## config.mk

```make
export PLATFORM = sky130hd
export DESIGN_NAME = rpi_shift_regs_flat
export DESIGN_NICKNAME = d
export VERILOG_FILES = /design/src/rtl/tipi_rpi_pkg.sv /design/src/rtl/rpi_shift_regs_if.sv /design/src/rtl/sync_edge.sv /design/src/rtl/rpi_shift_regs.sv /design/src/flat_wrapper.sv
export SDC_FILE = /design/constraint.sdc
export NUM_CORES = 1
export LEC_CHECK = 0
export BUFFER_PORTS_ARGS = -buffer_cell sky130_fd_sc_hd__buf_2
export CORE_MARGIN = 4
export CORE_UTILIZATION = 40
export DETAILED_ROUTE_END_ITERATION = 6
export GPL_ROUTABILITY_DRIVEN = 0
export GPL_TIMING_DRIVEN = 0
export PLACE_DENSITY = 0.69
export SYNTH_ARGS = -nofsm -noshare
export SYNTH_HDL_FRONTEND = slang
export SYNTH_SLANG_ARGS = --single-unit
export TNS_END_PERCENT = 50
```

## constraint.sdc

```tcl
create_clock -name clk -period 1.91 [get_ports clk]
set_input_delay 0.0955 -clock clk [delete_from_list [all_inputs] [get_ports clk]]
set_output_delay 0.0955 -clock clk [all_outputs]
set_load 0.01 [all_outputs]
```

## src/rtl/tipi_rpi_pkg.sv

```systemverilog
// +----------------------------------------------------------------------------+
// | tipi_rpi_pkg : register selects and link-state encodings for the RPi link  |
// | Rev 1.0                                                                    |
// +----------------------------------------------------------------------------+
`default_nettype none

package tipi_rpi_pkg;

  localparam logic [1:0] REGSEL_TD = 2'd0;
  localparam logic [1:0] REGSEL_TC = 2'd1;
  localparam logic [1:0] REGSEL_RD = 2'd2;
  localparam logic [1:0] REGSEL_RC = 2'd3;

  typedef enum logic [1:0] {
    ST_IDLE  = 2'd0,
    ST_SHIFT = 2'd1,
    ST_FULL  = 2'd2
  } link_state_t;

endpackage

`default_nettype wire

```

## src/rtl/rpi_shift_regs_if.sv

```systemverilog
// +----------------------------------------------------------------------------+
// | rpi_shift_regs_if : RPi serial pins plus TI-side latch/register signals    |
// | Rev 1.0                                                                    |
// +----------------------------------------------------------------------------+
`default_nettype none

interface rpi_shift_regs_if #(
  parameter int WIDTH = 8
);

  logic             rpi_sclk;
  logic             rpi_sdata;
  logic             rpi_le;
  logic [1:0]       rpi_regsel;
  logic [WIDTH-1:0] td_in;
  logic [WIDTH-1:0] tc_in;
  logic             rpi_sout;
  logic [WIDTH-1:0] rd_q;
  logic [WIDTH-1:0] rc_q;
  logic             rd_stb;
  logic             rc_stb;
  logic             frame_err;

  // Drives the pins and latch values; the link block is the slave.
  modport master (
    output rpi_sclk, rpi_sdata, rpi_le, rpi_regsel, td_in, tc_in,
    input  rpi_sout, rd_q, rc_q, rd_stb, rc_stb, frame_err
  );

  modport slave (
    input  rpi_sclk, rpi_sdata, rpi_le, rpi_regsel, td_in, tc_in,
    output rpi_sout, rd_q, rc_q, rd_stb, rc_stb, frame_err
  );

endinterface

`default_nettype wire

```

## src/rtl/sync_edge.sv

```systemverilog
// +----------------------------------------------------------------------------+
// | sync_edge : async input synchronizer with rising-edge detect; optional     |
// | 3-cycle glitch filter when RPI_GLITCH_FILTER_EN is defined.  Rev 1.0       |
// +----------------------------------------------------------------------------+
`default_nettype none

module sync_edge #(
  parameter int STAGES = 2
) (
  input  wire  clk,
  input  wire  rst,
  input  wire  din,
  output logic rise
);

  logic [STAGES-1:0] r_sync;
  logic              w_level;

  always_ff @(posedge clk) begin
    if (rst) r_sync <= '0;
    else     r_sync <= {r_sync[STAGES-2:0], din};
  end

  assign w_level = r_sync[STAGES-1];

`ifdef RPI_GLITCH_FILTER_EN
  logic [1:0] r_hist;
  logic       r_filt;

  // The filtered level only moves once three consecutive samples agree.
  always_ff @(posedge clk) begin
    if (rst) begin
      r_hist <= '0;
      r_filt <= 1'b0;
    end else begin
      r_hist <= {r_hist[0], w_level};
      if (w_level == r_hist[0] && w_level == r_hist[1]) r_filt <= w_level;
    end
  end

  assign rise = w_level & r_hist[0] & r_hist[1] & ~r_filt;
`else
  logic r_prev;

  always_ff @(posedge clk) begin
    if (rst) r_prev <= 1'b0;
    else     r_prev <= w_level;
  end

  assign rise = w_level & ~r_prev;
`endif

endmodule

`default_nettype wire

```

## src/rtl/rpi_shift_regs.sv

```systemverilog
// +----------------------------------------------------------------------------+
// | rpi_shift_regs : bit-serial TD/TC readback and RD/RC write link to the RPi |
// | Optional macro: RPI_GLITCH_FILTER_EN.  Rev 1.0                             |
// +----------------------------------------------------------------------------+
`default_nettype none

module rpi_shift_regs
  import tipi_rpi_pkg::*;
#(
  parameter int WIDTH       = 8,
  parameter int SYNC_STAGES = 2
) (
  input wire              clk,
  input wire              rst,
  rpi_shift_regs_if.slave bus
);

`ifdef RPI_GLITCH_FILTER_EN
  localparam int FILTER_LAT = 2;
`else
  localparam int FILTER_LAT = 0;
`endif
  // Data and regsel are delayed to line up with the filtered sclk/le events.
  localparam int SYNC_TOTAL = SYNC_STAGES + FILTER_LAT;
  localparam int CNT_W      = $clog2(WIDTH + 1);
  localparam logic [CNT_W-1:0] C_CNT_MAX = CNT_W'(WIDTH);

  logic                  w_sclk_rise;
  logic                  w_le_rise;
  logic [SYNC_TOTAL-1:0] r_sdata_pipe;
  logic [1:0]            r_regsel_pipe [SYNC_TOTAL];
  logic                  w_sdata;
  logic [1:0]            w_regsel;

  logic [WIDTH-1:0]      r_shreg;
  logic [CNT_W-1:0]      r_bitcnt;
  logic [CNT_W-1:0]      w_cnt_inc;
  link_state_t           r_state;
  logic [WIDTH-1:0]      r_rd_q;
  logic [WIDTH-1:0]      r_rc_q;
  logic                  r_rd_stb;
  logic                  r_rc_stb;
  logic                  r_frame_err;

  sync_edge #(.STAGES(SYNC_STAGES)) u_sclk_sync (
    .clk  (clk),
    .rst  (rst),
    .din  (bus.rpi_sclk),
    .rise (w_sclk_rise)
  );

  sync_edge #(.STAGES(SYNC_STAGES)) u_le_sync (
    .clk  (clk),
    .rst  (rst),
    .din  (bus.rpi_le),
    .rise (w_le_rise)
  );

  always_ff @(posedge clk) begin
    if (rst) begin
      r_sdata_pipe <= '0;
      for (int i = 0; i < SYNC_TOTAL; i++) r_regsel_pipe[i] <= 2'd0;
    end else begin
      r_sdata_pipe     <= {r_sdata_pipe[SYNC_TOTAL-2:0], bus.rpi_sdata};
      r_regsel_pipe[0] <= bus.rpi_regsel;
      for (int i = 1; i < SYNC_TOTAL; i++) r_regsel_pipe[i] <= r_regsel_pipe[i-1];
    end
  end

  assign w_sdata   = r_sdata_pipe[SYNC_TOTAL-1];
  assign w_regsel  = r_regsel_pipe[SYNC_TOTAL-1];
  assign w_cnt_inc = r_bitcnt + 1'b1;

  // le has priority: a coincident sclk edge is dropped.
  always_ff @(posedge clk) begin
    if (rst) begin
      r_shreg     <= '0;
      r_bitcnt    <= '0;
      r_state     <= ST_IDLE;
      r_rd_q      <= '0;
      r_rc_q      <= '0;
      r_rd_stb    <= 1'b0;
      r_rc_stb    <= 1'b0;
      r_frame_err <= 1'b0;
    end else begin
      r_rd_stb    <= 1'b0;
      r_rc_stb    <= 1'b0;
      r_frame_err <= 1'b0;
      if (w_le_rise) begin
        r_state  <= ST_IDLE;
        r_bitcnt <= '0;
        case (w_regsel)
          REGSEL_TD: r_shreg <= bus.td_in;
          REGSEL_TC: r_shreg <= bus.tc_in;
          REGSEL_RD: begin
            if (r_state == ST_FULL) begin
              r_rd_q   <= r_shreg;
              r_rd_stb <= 1'b1;
            end else begin
              r_frame_err <= 1'b1;
            end
          end
          default: begin
            if (r_state == ST_FULL) begin
              r_rc_q   <= r_shreg;
              r_rc_stb <= 1'b1;
            end else begin
              r_frame_err <= 1'b1;
            end
          end
        endcase
      end else if (w_sclk_rise) begin
        r_shreg <= {r_shreg[WIDTH-2:0], w_sdata};
        if (r_bitcnt != C_CNT_MAX) r_bitcnt <= w_cnt_inc;
        if (r_state != ST_FULL)
          r_state <= (w_cnt_inc == C_CNT_MAX) ? ST_FULL : ST_SHIFT;
      end
    end
  end

  assign bus.rpi_sout  = r_shreg[WIDTH-1];
  assign bus.rd_q      = r_rd_q;
  assign bus.rc_q      = r_rc_q;
  assign bus.rd_stb    = r_rd_stb;
  assign bus.rc_stb    = r_rc_stb;
  assign bus.frame_err = r_frame_err;

endmodule

`default_nettype wire

```

## src/flat_wrapper.sv

```systemverilog
// flat-port wrapper written by rule: the top's interface ports become plain ports
module rpi_shift_regs_flat import tipi_rpi_pkg::*;
#(
  parameter int WIDTH       = 8,
  parameter int SYNC_STAGES = 2
)
  (clk, rst, bus_rpi_sclk, bus_rpi_sdata, bus_rpi_le, bus_rpi_regsel, bus_td_in, bus_tc_in, bus_rpi_sout, bus_rd_q, bus_rc_q, bus_rd_stb, bus_rc_stb, bus_frame_err);
  rpi_shift_regs_if #(.WIDTH(WIDTH)) bus_i ();
  input wire clk;
  input wire rst;
  input wire logic [$bits(bus_i.rpi_sclk)-1:0] bus_rpi_sclk;
  input wire logic [$bits(bus_i.rpi_sdata)-1:0] bus_rpi_sdata;
  input wire logic [$bits(bus_i.rpi_le)-1:0] bus_rpi_le;
  input wire logic [$bits(bus_i.rpi_regsel)-1:0] bus_rpi_regsel;
  input wire logic [$bits(bus_i.td_in)-1:0] bus_td_in;
  input wire logic [$bits(bus_i.tc_in)-1:0] bus_tc_in;
  output wire logic [$bits(bus_i.rpi_sout)-1:0] bus_rpi_sout;
  output wire logic [$bits(bus_i.rd_q)-1:0] bus_rd_q;
  output wire logic [$bits(bus_i.rc_q)-1:0] bus_rc_q;
  output wire logic [$bits(bus_i.rd_stb)-1:0] bus_rd_stb;
  output wire logic [$bits(bus_i.rc_stb)-1:0] bus_rc_stb;
  output wire logic [$bits(bus_i.frame_err)-1:0] bus_frame_err;
  assign bus_i.rpi_sclk = bus_rpi_sclk;
  assign bus_i.rpi_sdata = bus_rpi_sdata;
  assign bus_i.rpi_le = bus_rpi_le;
  assign bus_i.rpi_regsel = bus_rpi_regsel;
  assign bus_i.td_in = bus_td_in;
  assign bus_i.tc_in = bus_tc_in;
  assign bus_rpi_sout = bus_i.rpi_sout;
  assign bus_rd_q = bus_i.rd_q;
  assign bus_rc_q = bus_i.rc_q;
  assign bus_rd_stb = bus_i.rd_stb;
  assign bus_rc_stb = bus_i.rc_stb;
  assign bus_frame_err = bus_i.frame_err;
  rpi_shift_regs #(.WIDTH(WIDTH), .SYNC_STAGES(SYNC_STAGES)) u_core (.clk(clk), .rst(rst), .bus(bus_i));
endmodule
```

==> metrics.txt <==
proportion of synthesized area in mux cells 8.97%; Post-Synth Simple-Gate Area 21.0%; Comb pwr share 5.9%; crit path max fanout 7; Cell variety after synth 31; GRT Overall Usage 14.4%; Final #Nets 271; R2R setup slack 380 ps; Non-Filler Instances 299; CP startpoint kind flop; Synth Register Bits 45; core area 4470 um2; detailed placement HPWL 2.92 mm; final worst path period need 1530 ps; clock sink count 45; # Post-CTS Setup Buffers 0; share of layout cells above drive strength 1 23.5%; Fmax 652 MHz; combinational family with the most area after synthesis simple AND/OR/NAND/NOR gates; DR vias/cell 5.10; total CTS buffers 5; via count 1,524; number of global-route vias before repair 1,460; cell with the most instances after synthesis dfxtp_1; Layout area overhead 22.8%; ys async rst share 0%; Die H 76.9 um; first-pass GRT wire length 6.82 mm; Syn Std Cell Area 1900 um2; Net Sw Frac 20.9%; Starting Density 42.4%; PostCTS Resize Cnt 0; Residual DRC 0; Pre-Repair DR Iteration Count 4; final WL 4.03 mm; internal power 0.00153 W; Lkg Pwr 1.00 nW; HP Class input pin to flop; Placed Cells 289; CTS tree built; CTS Root Cell clkbuf_8; largest net degree at the start of global routing 16; CP peak stage delay 460 ps; diode count 0; top cells by instance count after synthesis dfxtp_1 (45), nand2_1 (25), mux2i_1 (17); Max Cap Viol 0; Max clock buf depth 2; Yosys top cell by area dfxtp_1; Syn Inst Count 195; Setup TNS 0 ps; syn avg cell area 9.73 um2; initial antenna violation count 0; DRT antenna net count 0; Worst EP required 2150 ps; Die X 76.9 um; Clock Skew 10.0 ps; GRT overflow 0; # IOs 43; Fillers 399; ys flop type dfxtp_1; worst-skew pair later-pin latency 300 ps; Max VDD drop 0.545 mV; Port Buf Inserts 42; top post-synthesis cells by area dfxtp_1 (47%), mux2i_1 (9.0%), and3b_1 (5.5%), nand2_1 (4.9%), nor2b_1 (4.6%); CP max stage cell or3b_2; Worst Max-Slew Pin Slew 438 ps; Setup-failing EPs final 0; Synth Area in XOR/XNOR 0%; hold bufs inserted after CTS 2; Compound-Gate Fraction of Synth Area 16.6%; Tcrit/Tclk final 80.3%; Seq/Total Area, Yosys 47.5%; yosys warns 0; total die area 5910 um2; Clk pwr share 44.3%; CP Buf/Inv Count 1; adder-cell share of the synthesized area 1.32%; WL per Instance 13.5 um; top-area cell type share of the netlist area 47.5%; sequential share of power 49.9%; cell family with most CP delay simple AND/OR/NAND/NOR gates; Worst Setup End Kind flop; critical path type flop to flop; Post-synth EDFFs 0; sw power 0.000404 W; Arrival @ worst endpoint 1770 ps; Final Max Tran Viols 0; Rows 24; status completed; number of H-tree levels 2; Final Hold Viols 0; Critical Path, Cell by Cell inv_1, ha_1, and3b_1, or3b_2, a21oi_1; max_slew headroom 70.8%; RSZ-0062 raised after global routing no; Power Dens Cells 830 nW/um2; post-synth net total 220; clock slew seen by the registers of the worst setup and hold paths 80 ps; Initial DRC Count 60
## cell usage in the layout, fill, tap and decap left out, types with 2 or more instances in the layout
cell type      synthesis  final
nand2_1               25     25
a21oi_1                5      5
buf_2                  3     45
clkbuf_8               0      5
dfxtp_1               45     45
nand2b_1               3      3
clkbuf_1               8      8
o21ai_0               12     12
bufinv_16              0      2
inv_1                  4      4
and4_1                 2      2
mux2i_1               17     17
nor2b_1               14     14
and3b_1               12     12
o2111ai_1              9      9
nor2_1                 2      2
buf_1                  2      2
or3_1                  2      2
a211oi_1               8      8
o31ai_1                7      7
dlygate4sd3_1          0      2
nand3_1                2      2
ha_1                   2      2
## worst register-to-register path, stage by stage, from the launching register on
cell     delay, ps
dfxtp_1        420
inv_1           70
ha_1           210
and3b_1        200
or3b_2         460
a21oi_1        120
## final cells by class
type	count	area (um2)	share of cell area, %
buffer	15	71.3	3.06
clock buffer	5	68.8	2.95
tap	52	65.1	2.79
inverter	4	15.0	0.644
timing repair buffer	44	230	9.88
multi-input combinational	131	910	39.0
clock inverter	3	68.8	2.95
sequential	45	901	38.7
## metal layers
layer | global-route usage, % | wire, um | up-vias
li1 | - | - | 798
met1 | 19.3 | 1990 | 676
met2 | 19.9 | 1660 | 41
met3 | 4.92 | 270 | 9
met4 | 7.97 | 102 | 0
met5 | 0 | 0 | -
## path summary, 6_finish.rpt
check,from,end,depth (start not counted)
setup / recovery,u_core.r_bitcnt[0],u_core.r_bitcnt[1],5
hold reg to reg,u_core.r_regsel_pipe[0][0],u_core.r_regsel_pipe[0][2],1
setup reg to reg,u_core.r_bitcnt[0],u_core.r_bitcnt[1],5
hold / removal,bus_rpi_regsel[0],u_core.r_regsel_pipe[0][0],2
## registers in the layout (all words and copies together) (netlist names), 2 cells and up
| register | count |
|---|---|
| u_core.r_sdata_pipe | 2 |
| u_core.u_le_sync.r_sync | 2 |
| u_core.bus.rc_q | 8 |
| u_core.r_shreg | 8 |
| u_core.r_bitcnt | 4 |
| u_core.r_state | 2 |
| u_core.bus.rd_q | 8 |
| u_core.u_sclk_sync.r_sync | 2 |
| u_core.r_regsel_pipe | 4 |
## power by group through the flow
stage	sequential [W]	combinational, W	clock (W)
floorplan	0.000984	0.0000680	0
global placement	0.000986	0.000109	0
detailed placement	0.000987	0.000110	0
CTS	0.000965	0.000114	0.000879
global route	0.000968	0.000128	0.000925
finish	0.000964	0.000114	0.000857
## logic make-up (layout without fill, tap and decap cells)
group | after synthesis | after routing
compound gates | 44 | 44
fa+ha+maj | 2 | 2
buf+inv | 19 | 71
flops | 45 | 45
mux | 17 | 17
simple gates | 68 | 68
## metrics by stage
stage | cell area (um2) | util [%] | power, W | setup slack (ps) | hold slack [ps]
2_1_floorplan | 1900 | - | 0.00105 | 491 | 167
3_3_place_gp | 2170 | 48.5 | 0.00110 | 413 | 303
3_5_place_dp | 2170 | 48.5 | 0.00110 | 389 | 310
4_1_cts | 2330 | 52.1 | 0.00196 | 383 | 3.59
5_1_grt | 2330 | 52.1 | 0.00202 | 263 | 19.3
6_report | 2330 | 52.1 | 0.00193 | 376 | 7.91
No activity file was read; power rests on OpenSTA's default activity.
